$ cat src/rtl/muldiv_unit.sv
// Iterative multiply/divide unit with architectural HI/LO registers.
// Shift-add multiply and restoring divide, one bit per cycle, signs fixed up at the end.
module muldiv_unit #(
  parameter int width = 32
) (
  input  logic             Clk,
  input  logic             ResetN,
  input  logic             Start,
  input  logic [1:0]       Op,
  input  logic [width-1:0] OperandA,
  input  logic [width-1:0] OperandB,
  input  logic             HiWrite,
  input  logic             LoWrite,
  input  logic [width-1:0] MoveData,
  output logic             Busy,
  output logic             Done,
  output logic [width-1:0] Hi,
  output logic [width-1:0] Lo
);
  // state | meaning
  // IDLE  | waiting for Start; MTHI/MTLO accepted
  // RUN   | one multiply/divide iteration per cycle
  // FIX   | apply result signs, write Hi/Lo, pulse Done

  localparam int cntW = $clog2(width + 1);

  typedef enum logic [1:0] {IDLE, RUN, FIX} stateType;

  stateType               state, nextState;
  logic                   loadOp, finish;
  logic [cntW-1:0]        cnt;
  logic [2*width-1:0]     acc;
  logic [width-1:0]       opB;
  logic [width-1:0]       savedA;
  logic                   isDiv, negLo, negHi, divZero;

  logic                   signedOp, negA, negB;
  logic [width-1:0]       magA, magB;
  logic [width-1:0]       addend;
  logic [width:0]         mulSum, remShift, remDiff;
  logic [2*width-1:0]     mulNext, divNext, prodFix;
  logic [width-1:0]       quoFix, remFix, resHi, resLo;

  always_ff @(posedge Clk or negedge ResetN) begin
    if (!ResetN) state <= IDLE;
    else         state <= nextState;
  end

  always_comb begin
    nextState = state;
    loadOp    = 1'b0;
    finish    = 1'b0;
    case (state)
      IDLE: if (Start) begin
        nextState = RUN;
        loadOp    = 1'b1;
      end
      RUN:  if (cnt == cntW'(1)) nextState = FIX;
      FIX: begin
        nextState = IDLE;
        finish    = 1'b1;
      end
      default: nextState = IDLE;
    endcase
  end

  assign Busy = (state != IDLE);

  assign signedOp = ~Op[0];
  assign negA     = signedOp & OperandA[width-1];
  assign negB     = signedOp & OperandB[width-1];
  assign magA     = negA ? -OperandA : OperandA;
  assign magB     = negB ? -OperandB : OperandB;

  assign addend  = acc[0] ? opB : {width{1'b0}};
  assign mulSum  = {1'b0, acc[2*width-1:width]} + {1'b0, addend};
  assign mulNext = {mulSum, acc[width-1:1]};

  // Remainder stays below the divisor, so the borrow bit alone decides the trial subtract.
  assign remShift = acc[2*width-1:width-1];
  assign remDiff  = remShift - {1'b0, opB};
  assign divNext  = remDiff[width] ? {remShift[width-1:0], acc[width-2:0], 1'b0}
                                   : {remDiff[width-1:0], acc[width-2:0], 1'b1};

  always_comb begin
    prodFix = negLo ? -acc : acc;
    quoFix  = negLo ? -acc[width-1:0] : acc[width-1:0];
    remFix  = negHi ? -acc[2*width-1:width] : acc[2*width-1:width];
    resHi   = prodFix[2*width-1:width];
    resLo   = prodFix[width-1:0];
    if (isDiv) begin
      if (divZero) begin
        resHi = savedA;
        resLo = {width{1'b1}};
      end else begin
        resHi = remFix;
        resLo = quoFix;
      end
    end
  end

  always_ff @(posedge Clk or negedge ResetN) begin
    if (!ResetN) begin
      cnt     <= '0;
      acc     <= '0;
      opB     <= '0;
      savedA  <= '0;
      isDiv   <= 1'b0;
      negLo   <= 1'b0;
      negHi   <= 1'b0;
      divZero <= 1'b0;
      Done    <= 1'b0;
      Hi      <= '0;
      Lo      <= '0;
    end else begin
      Done <= finish;
      if (state == IDLE) begin
        if (HiWrite) Hi <= MoveData;
        if (LoWrite) Lo <= MoveData;
      end
      if (loadOp) begin
        cnt     <= cntW'(width);
        acc     <= {{width{1'b0}}, Op[1] ? magA : magB};
        opB     <= Op[1] ? magB : magA;
        savedA  <= OperandA;
        isDiv   <= Op[1];
        negLo   <= negA ^ negB;
        negHi   <= Op[1] & negA;
        divZero <= Op[1] & (OperandB == '0);
      end else if (state == RUN) begin
        acc <= isDiv ? divNext : mulNext;
        cnt <= cnt - cntW'(1);
      end
      if (finish) begin
        Hi <= resHi;
        Lo <= resLo;
      end
    end
  end
endmodule

$ cat config.mk
export PLATFORM = sky130hd
export DESIGN_NAME = muldiv_unit
export DESIGN_NICKNAME = d
export VERILOG_FILES = /design/src/rtl/muldiv_unit.sv
export SDC_FILE = /design/constraint.sdc
export NUM_CORES = 1
export LEC_CHECK = 0
export BUFFER_PORTS_ARGS = -buffer_cell sky130_fd_sc_hd__buf_2
export CORE_MARGIN = 10
export CORE_UTILIZATION = 55
export DETAILED_ROUTE_END_ITERATION = 6
export MAX_ROUTING_LAYER = met4
export PLACE_DENSITY_LB_ADDON = 0.1
export SLEW_MARGIN = 0
export SYNTH_ARGS = -nofsm -noshare
export SYNTH_HDL_FRONTEND = slang
export SYNTH_SLANG_ARGS = --single-unit
$ cat constraint.sdc
create_clock -name Clk -period 5.55 [get_ports Clk]
set_input_delay 0.2775 -clock Clk [delete_from_list [all_inputs] [get_ports Clk]]
set_output_delay 0.2775 -clock Clk [all_outputs]
set_load 0.01 [all_outputs]
==> reports/summary.txt, run 1 <==
Status -> finished clean
Routed WL -> 65400 um
Clk Latency, worst-skew pair -> 550 ps
Final Net Count -> 2469
Area Overhead vs Synth -> 11.7%
Maximum VDD drop -> 0.212 mV
TritonCTS Sinks -> 205
Kind of critical path -> flop to flop
Async SR Flop Fraction -> 100%
Die ar. -> 0.0382 mm^2
Max_slew headroom -> 21.0%
Io pins -> 169
Syn avg cell area -> 7.66 um^2
DP Wirelength -> 50300 um
Final setup viols -> 0
LEAKAGE -> 8.54 nW
Post-Synth Simple-Gate Area -> 19.5%
Fmax achieved -> 236 MHz
Mux cell area share after synthesis -> 4.05%
Tightest Pin Transition -> 1150 ps
Global-route wire length before repair -> 99400 um
# placed instances -> 2654
Hold Vio Cnt, Final -> 0
ANT nets after route -> 0
Die Span Y -> 196 um
Routability cong. -> 1.10
Post-synth EDFFs -> 0
Worst path slowest cell -> dfrtp_1
Largest family of logic cells by synthesized area -> compound AO/OA/AOI/OAI gates
Post-Synthesis Cells -> 2213
WP data required -> 6000 ps
Post-route insts no fill -> 2713
Largest net degree at the start of global routing -> 78
CP delay by family, top -> compound AO/OA/AOI/OAI gates
Crit path cell chain -> inv_1 -> ha_1 -> fa_1 -> nand2b_1 -> a21o_1 -> a21oi_1 -> a21boi_0 -> a211oi_1 -> nor3_1 -> or3_1 -> nand2_1 -> buf_4 -> mux2_2 -> o221ai_1
PortBufs -> 168
Finished Cell Area -> 0.0189 mm^2
Minimum clock period -> 4240 ps
Post-Syn Nets -> 2388
1st-iter DRT viols -> 2388
Layout cells sized above 1 -> 11.9%
Adder-cell share of the synthesized area -> 5.41%
WP buf/inv -> 2
Vias -> 17700
Synth Area in Compound Gates -> 26.5%
Htree depth -> 1
Unrepaired setup endpoints after global routing -> no
Worst-path clk slew -> 60 ps
Worst-path maximum fanout -> 23
Post-CTS setup buffers -> 0
Worst min path class -> input port to flop
Synth unique cells -> 70
Max-cap violations -> 0
Seq cells post-synth -> 205
Starting density of the core -> 55.5%
Row count -> 64
Post-route core utilization -> 62.0%
Post-Synthesis Cell Area -> 0.0169 mm^2
Vias in the first global route -> 16400
Core area -> 0.0305 mm^2
Clock root cell -> clkbuf_16
Xor and xnor area share after synthesis -> 9.41%
Clock Path Buffers -> 3
CTS tree -> built
Yosys warnings -> 0
Gr usage total -> 33.4%
Max incr delay on CP -> 440 ps
DRC violations left -> 0
Crit. End Element -> flop
Final Max Tran Viols -> 0
Critical path launch point type -> flop
Die Wd -> 196 um
Register area share after synthesis -> 30.3%
Drt via density -> 6.51
WP data arrival -> 4690 ps
Number of buffers created by CTS -> 25
Sum of negative setup slack -> 0 ps
Initial antenna violation count -> 3
1st-pass router iterations -> 6
Hold slack -> 15.7 ps
Final Cycle Share -> 76.5%
Final Skew -> 28.7 ps
Power per cell area -> 190 mW/mm^2
WL per Instance -> 24.1 um
Post-DP Area -> 0.0179 mm^2
Main flop type after synthesis -> dfrtp_1
Remaining global-route overflow -> 0
[registers in the layout (all words and copies together) (netlist names)]
name / cells
divZero: 1
negHi: 1
cnt: 6
acc: 64
isDiv: 1
negLo: 1
Lo: 32
savedA: 32
Hi: 32
state: 2
Done: 1
opB: 32
[tightest hold or removal path, delay by kind of cell]
kind	cells	cell delay [ps]
buffers and inverters	1	100
AO/OA/AOI/OAI	2	140
[layer usage]
layer	wire, um	vias up	global-route usage [%]
met5	0	-	-
met1	28400	8331	46.9
met2	27000	1074	46.2
li1	-	8102	-
met4	2870	0	13.2
met3	7110	151	6.53
[Yosys cell counts, drive strengths merged, types with 22 or more instances]
master  number  area (um^2)
or3         24          155
nor3        45          225
nor2       174          653
xor2        56          490
dfrtp      205         5130
o22ai       51          319
clkbuf     113          424
nand2b      23          151
o21ai      262         1310
a21oi      161          806
nand2      336         1260
mux2i       64          641
inv         67          251
ha          70          876
nand3       30          150
a22oi       25          188
o211ai      58          435
a21o        32          240
o31ai       23          173
buf         36          155
xnor2      126         1100
nor4        22          150
[stage by stage]
step / total power [W] / setup slack (ps)
global placement: 0.00182 / 1570
detailed placement: 0.00183 / 1430
global route: 0.00368 / 990
finish: 0.00360 / 1310
CTS: 0.00360 / 1360
floorplan: 0.00166 / 2150
[cells by family after synthesis]
family,after synthesis
muxes,68
xor gates and xnor gates,182
AOI/OAI and AO/OA,734
DFF,205
buffers and inverters,217
and+or+nand+nor,735
adders and majority gates,72
[layout by cell type (no fill, tap or decap), types with 25 or more instances in the layout]
master	n
a21o_1	32
a21oi_1	161
a22oi_1	25
buf_2	167
buf_4	26
clkbuf_16	25
dfrtp_1	203
ha_1	70
inv_1	66
mux2i_1	64
nand2_1	335
nand3_1	30
nor2_1	172
nor3_1	45
o211ai_1	58
o21ai_0	258
o22ai_1	51
xnor2_1	126
xor2_1	56
[path summary, 6_finish.rpt]
kind | depth (start not counted) | slack [ps] | endpoint | start
max | 14 | 1310 | acc[32] | acc[31]
min | 3 | 20 | Hi[30] | MoveData[30]
min reg2reg | 2 | 470 | savedA[23] | savedA[23]
min in group asynchronous | 2 | 300 | acc[61] | ResetN
max reg2reg | 14 | 1310 | acc[32] | acc[31]
max in group asynchronous | 3 | 3850 | Lo[9] | ResetN
[what timing repair did]
| action | 4_1_cts | 5_1_grt |
|---|---|---|
| gates resized for setup | 0 | 0 |
| hold buffers | 9 | 0 |
| endpoints found under the hold margin | 83 | 0 |
[power breakdown]
part           leakage (nW)  total (W)  switching [W]  internal (W)
Combinational          5.60   0.000306       0.000206     0.0000995
Clock                 0.432    0.00178       0.000701       0.00108
Sequential             2.51    0.00151     0.00000490       0.00150
Total                  8.54    0.00360       0.000912       0.00268
[layout make-up]
cell class / instances / area (um^2)
Multi-Input combinational cell: 1791 / 11000
Antenna cell: 4 / 10.0
Sequential cell: 205 / 5130
Clock buffer: 32 / 702
Clock inverter: 14 / 193
Fill cell: 2826 / 11600
Inverter: 68 / 255
Tap cell: 396 / 495
Timing Repair Buffer: 203 / 1130
Power figures use the tool's default switching activity.
==> run 2: changes to the inputs <==
clock period = 4.4 ns   (was 5.55 ns; I/O delays follow)
==> reports/summary.txt, run 2 (synthesis gave the netlist of run 1 again) <==
Status -> finished clean
Hold Vio Cnt, Final -> 0
Die Span Y -> 196 um
Core area -> 0.0305 mm^2
Worst min path class -> input port to flop
Kind of critical path -> flop to flop
Vias -> 17700
Maximum VDD drop -> 0.284 mV
Crit. End Element -> flop
Most flops, register -> acc
Largest net degree at the start of global routing -> 100
Layout cells sized above 1 -> 12.3%
Commonest non-fill, non-tap cells in the layout -> nand2_1, o21ai_0, dfrtp_1, nor2_1, buf_2
Final Max Tran Viols -> 0
Post-cts sizing count -> 0
Worst-path clk slew -> 60 ps
Gr usage total -> 33.6%
TritonCTS Sinks -> 205
Io pins -> 169
Routability cong. -> 1.04
DP Wirelength -> 50100 um
Max_slew headroom -> 19.3%
Post-route insts no fill -> 2759
Routed WL -> 65500 um
Area Overhead vs Synth -> 14.0%
1st-iter DRT viols -> 2095
Worst-path maximum fanout -> 13
Starting density of the core -> 55.5%
Fin worst setup slack -> 330 ps
Post-CTS setup buffers -> 0
LEAKAGE -> 8.74 nW
Drt via density -> 6.43
DRC violations left -> 0
PortBufs -> 168
Final Net Count -> 2519
Hold slack -> 11.8 ps
Unrepaired setup endpoints after global routing -> no
Row count -> 64
1st-pass router iterations -> 6
WP data arrival -> 4490 ps
Area of the multi-input gates -> 0.0110 mm^2
Number of buffers created by CTS -> 25
Sum of negative setup slack -> 0 ps
Htree depth -> 1
Post-DP Area -> 0.0181 mm^2
Clock root cell -> clkbuf_16
Max-cap violations -> 0
FF/Latch Area -> 0.00513 mm^2
Final Skew -> 10.1 ps
Initial antenna violation count -> 4
Finished Cell Area -> 0.0193 mm^2
Vias in the first global route -> 16500
Final setup viols -> 0
WP data required -> 4820 ps
Critical path launch point type -> flop
Fillers -> 2754
Fmax achieved -> 246 MHz
Place WS -> 388 ps
Die Wd -> 196 um
Global-route wire length before repair -> 99400 um
Power per cell area -> 227 mW/mm^2
Clk Latency, worst-skew pair -> 540 ps
WL per Instance -> 23.7 um
ANT nets after route -> 0
Remaining global-route overflow -> 0
# placed instances -> 2673
Minimum clock period -> 4070 ps
Die ar. -> 0.0382 mm^2
Clock Path Buffers -> 3
Commonest non-fill, non-tap cell in the layout -> nand2_1
Cts hold-fix bufs -> 40
Max reg flops -> 64
Tightest Pin Transition -> 1210 ps
Final Cycle Share -> 92.5%
CTS tree -> built
run 2: cell types whose count changed in the layout (fill, tap and decap cells not counted):
cell / change
dlygate4sd3_1: +31
buf_4: +17
buf_12: +2
bufinv_16: -2
clkbuf_1: +2
clkinv_4: -2
clkinvlp_4: -1
inv_6: -1
run 2: worst max-delay path: stages, from the launching register on:
cell and delay [ps]:
dfrtp_1 430, inv_1 100, ha_1 240, fa_1 410
nand2b_1 190, a21o_1 190, a21oi_1 220, a21boi_0 120
buf_4 170, a211oi_1 400, nor3_1 160, or3_1 430
nand2_1 160, buf_4 260, mux2i_1 120, a2111oi_2 350
run 2: layer usage:
metal,wire length [um],up-vias,track usage (%)
li1,-,8183,-
met1,28300,8365,46.4
met2,27200,1019,46.9
met3,6750,164,6.71
met4,3180,0,14.1
met5,0,-,-
run 2: per-stage QoR:
stage	power (W)	util [%]
after floorplan	0.00210	-
after global placement	0.00229	59.3
after detailed placement	0.00230	59.3
after CTS	0.00440	63.3
after global routing	0.00449	63.3
final	0.00439	63.3
run 2: area by class of cell:
type | instances | area share [%]
Inverter | 68 | 1.32
Antenna cell | 4 | 0.0518
Multi-Input combinational cell | 1791 | 57.0
Clock inverter | 8 | 0.512
Tap cell | 396 | 2.56
Clock buffer | 34 | 3.67
Sequential cell | 205 | 26.6
Timing Repair Buffer | 253 | 8.35
run 2: path summary, 6_finish.rpt:
check	startpoint	endpoint	slack, ps	cells past startpoint
min	MoveData[22]	Hi[22]	10	3
max in group asynchronous	ResetN	cnt[1]	2990	3
min in group asynchronous	ResetN	acc[62]	310	2
min reg2reg	Lo[1]	Lo[1]	470	2
max	acc[31]	acc[63]	330	15
max reg2reg	acc[31]	acc[63]	330	15
run 2: where the power goes:
| group | internal (W) | total, W | switching [W] |
|---|---|---|---|
| Clock | 0.00124 | 0.00209 | 0.000850 |
| Combinational | 0.000144 | 0.000400 | 0.000256 |
| Sequential | 0.00189 | 0.00190 | 0.00000536 |
| Total | 0.00327 | 0.00439 | 0.00111 |
==> run 3: changes to the inputs <==
RECOVER_POWER = 100   (was unset)
==> reports/summary.txt, run 3 (synthesis gave the netlist of run 1 again) <==
Final Net Count -> 2519
Status -> finished, violations left
Global-route wire length before repair -> 99400 um
DP Wirelength -> 50100 um
# placed instances -> 2673
Area Overhead vs Synth -> 13.1%
Die Span Y -> 196 um
Starting density of the core -> 55.5%
Largest net degree at the start of global routing -> 100
Worst-path maximum fanout -> 32
Critical path launch point type -> flop
Fmax achieved -> 241 MHz
Worst-path clk slew -> 60 ps
Final Cycle Share -> 94.5%
1st-pass router iterations -> 6
Post-DP Area -> 0.0181 mm^2
Final Max Tran Viols -> 179
DRC violations left -> 0
Worst min path class -> input port to flop
Vias in the first global route -> 16500
Max reg flops -> 64
WP data arrival -> 4550 ps
Die Wd -> 196 um
Max_slew headroom -> -58.7%
Cts hold-fix bufs -> 40
Commonest non-fill, non-tap cells in the layout -> nand2_1, o21ai_0, dfrtp_1, nor2_1, a21oi_1
Kind of critical path -> flop to flop
Hold Vio Cnt, Final -> 0
Die ar. -> 0.0382 mm^2
Final setup viols -> 0
Tightest Pin Transition -> 2380 ps
Gr usage total -> 33.6%
Clock root cell -> clkbuf_16
Max-cap violations -> 4
Crit. End Element -> flop
Finished Cell Area -> 0.0192 mm^2
LEAKAGE -> 8.47 nW
Commonest non-fill, non-tap cell in the layout -> nand2_1
Minimum clock period -> 4160 ps
Post-route core utilization -> 62.8%
TritonCTS Sinks -> 205
Post-route insts no fill -> 2759
Post-cts sizing count -> 0
PortBufs -> 168
Post-CTS setup buffers -> 0
Initial antenna violation count -> 4
Routed WL -> 65700 um
Routability cong. -> 1.04
Hold slack -> 7.23 ps
Clk Latency, worst-skew pair -> 540 ps
Most flops, register -> acc
Core area -> 0.0305 mm^2
ANT nets after route -> 0
Final Skew -> 11.1 ps
WL per Instance -> 23.8 um
Clock Path Buffers -> 3
1st-iter DRT viols -> 1937
Fillers -> 2793
Io pins -> 169
Unrepaired setup endpoints after global routing -> no
Number of buffers created by CTS -> 25
Sum of negative setup slack -> 0 ps
Maximum VDD drop -> 0.287 mV
Failing checks -> max-capacitance violations, max-slew violations
Row count -> 64
CTS tree -> built
WP data required -> 4800 ps
Htree depth -> 1
Remaining global-route overflow -> 0
Layout cells sized above 1 -> 8.82%
Power per cell area -> 229 mW/mm^2
Drt via density -> 6.43
Vias -> 17800
## run 3: cell types whose count changed in the layout (fill, tap and decap cells not counted), moves of 2 or more
cell      change
o21ai_1       -2
buf_4        -11
or2_0         +2
o21ai_0       +2
buf_2        -68
clkbuf_1     +74
clkbuf_2      +6
## run 3: layout make-up
cell class / count / area, um^2 / share of cell area (%)
clock inverter: 8 / 98.8 / 0.516
inverter: 68 / 255 / 1.33
multi-input combinational: 1791 / 11000 / 57.3
tap: 396 / 495 / 2.59
timing repair buffer: 253 / 1470 / 7.68
antenna: 4 / 10.0 / 0.0522
clock buffer: 34 / 709 / 3.70
sequential: 205 / 5130 / 26.8
## run 3: where the power goes
| part | switching, W | internal, W | leakage (nW) |
|---|---|---|---|
| Clock | 0.000851 | 0.00124 | 0.394 |
| Sequential | 0.00000580 | 0.00189 | 2.51 |
| Combinational | 0.000255 | 0.000140 | 5.57 |
## run 3: worst paths after layout
| path | depth (start not counted) | to | start | slack, ps |
|---|---|---|---|---|
| setup / recovery | 11 | Hi[8] | acc[0] | 240 |
| hold / removal | 3 | Hi[22] | MoveData[22] | 7 |
| setup reg to reg | 11 | Hi[8] | acc[0] | 240 |
| hold reg to reg | 2 | savedA[28] | savedA[28] | 470 |
| max in group asynchronous | 3 | Lo[31] | ResetN | 1290 |
| min in group asynchronous | 2 | acc[62] | ResetN | 950 |
## run 3: metrics by stage
stage / setup slack (ps) / power (W)
floorplan: 1000 / 0.00210
global placement: 635 / 0.00229
detailed placement: 388 / 0.00230
CTS: 378 / 0.00440
global route: 18.5 / 0.00449
finish: 243 / 0.00438
## run 3: worst max-delay path, cell delays in order, from the launching register on
cell and delay [ps]:
dfrtp_1 490, inv_1 90, clkbuf_4 440, ha_1 300, nor3b_1 310, nand3_1 270
or3_1 520, or4_1 680, o21ai_0 290, xnor2_1 90, o211ai_1 400, a21oi_1 120
## run 3: per-layer routing
layer / GRT usage (%) / share of wire [%]
met1: 46.4 / 43
met2: 46.9 / 42
met3: 6.71 / 11
met4: 14.1 / 4.8
met5: - / 0
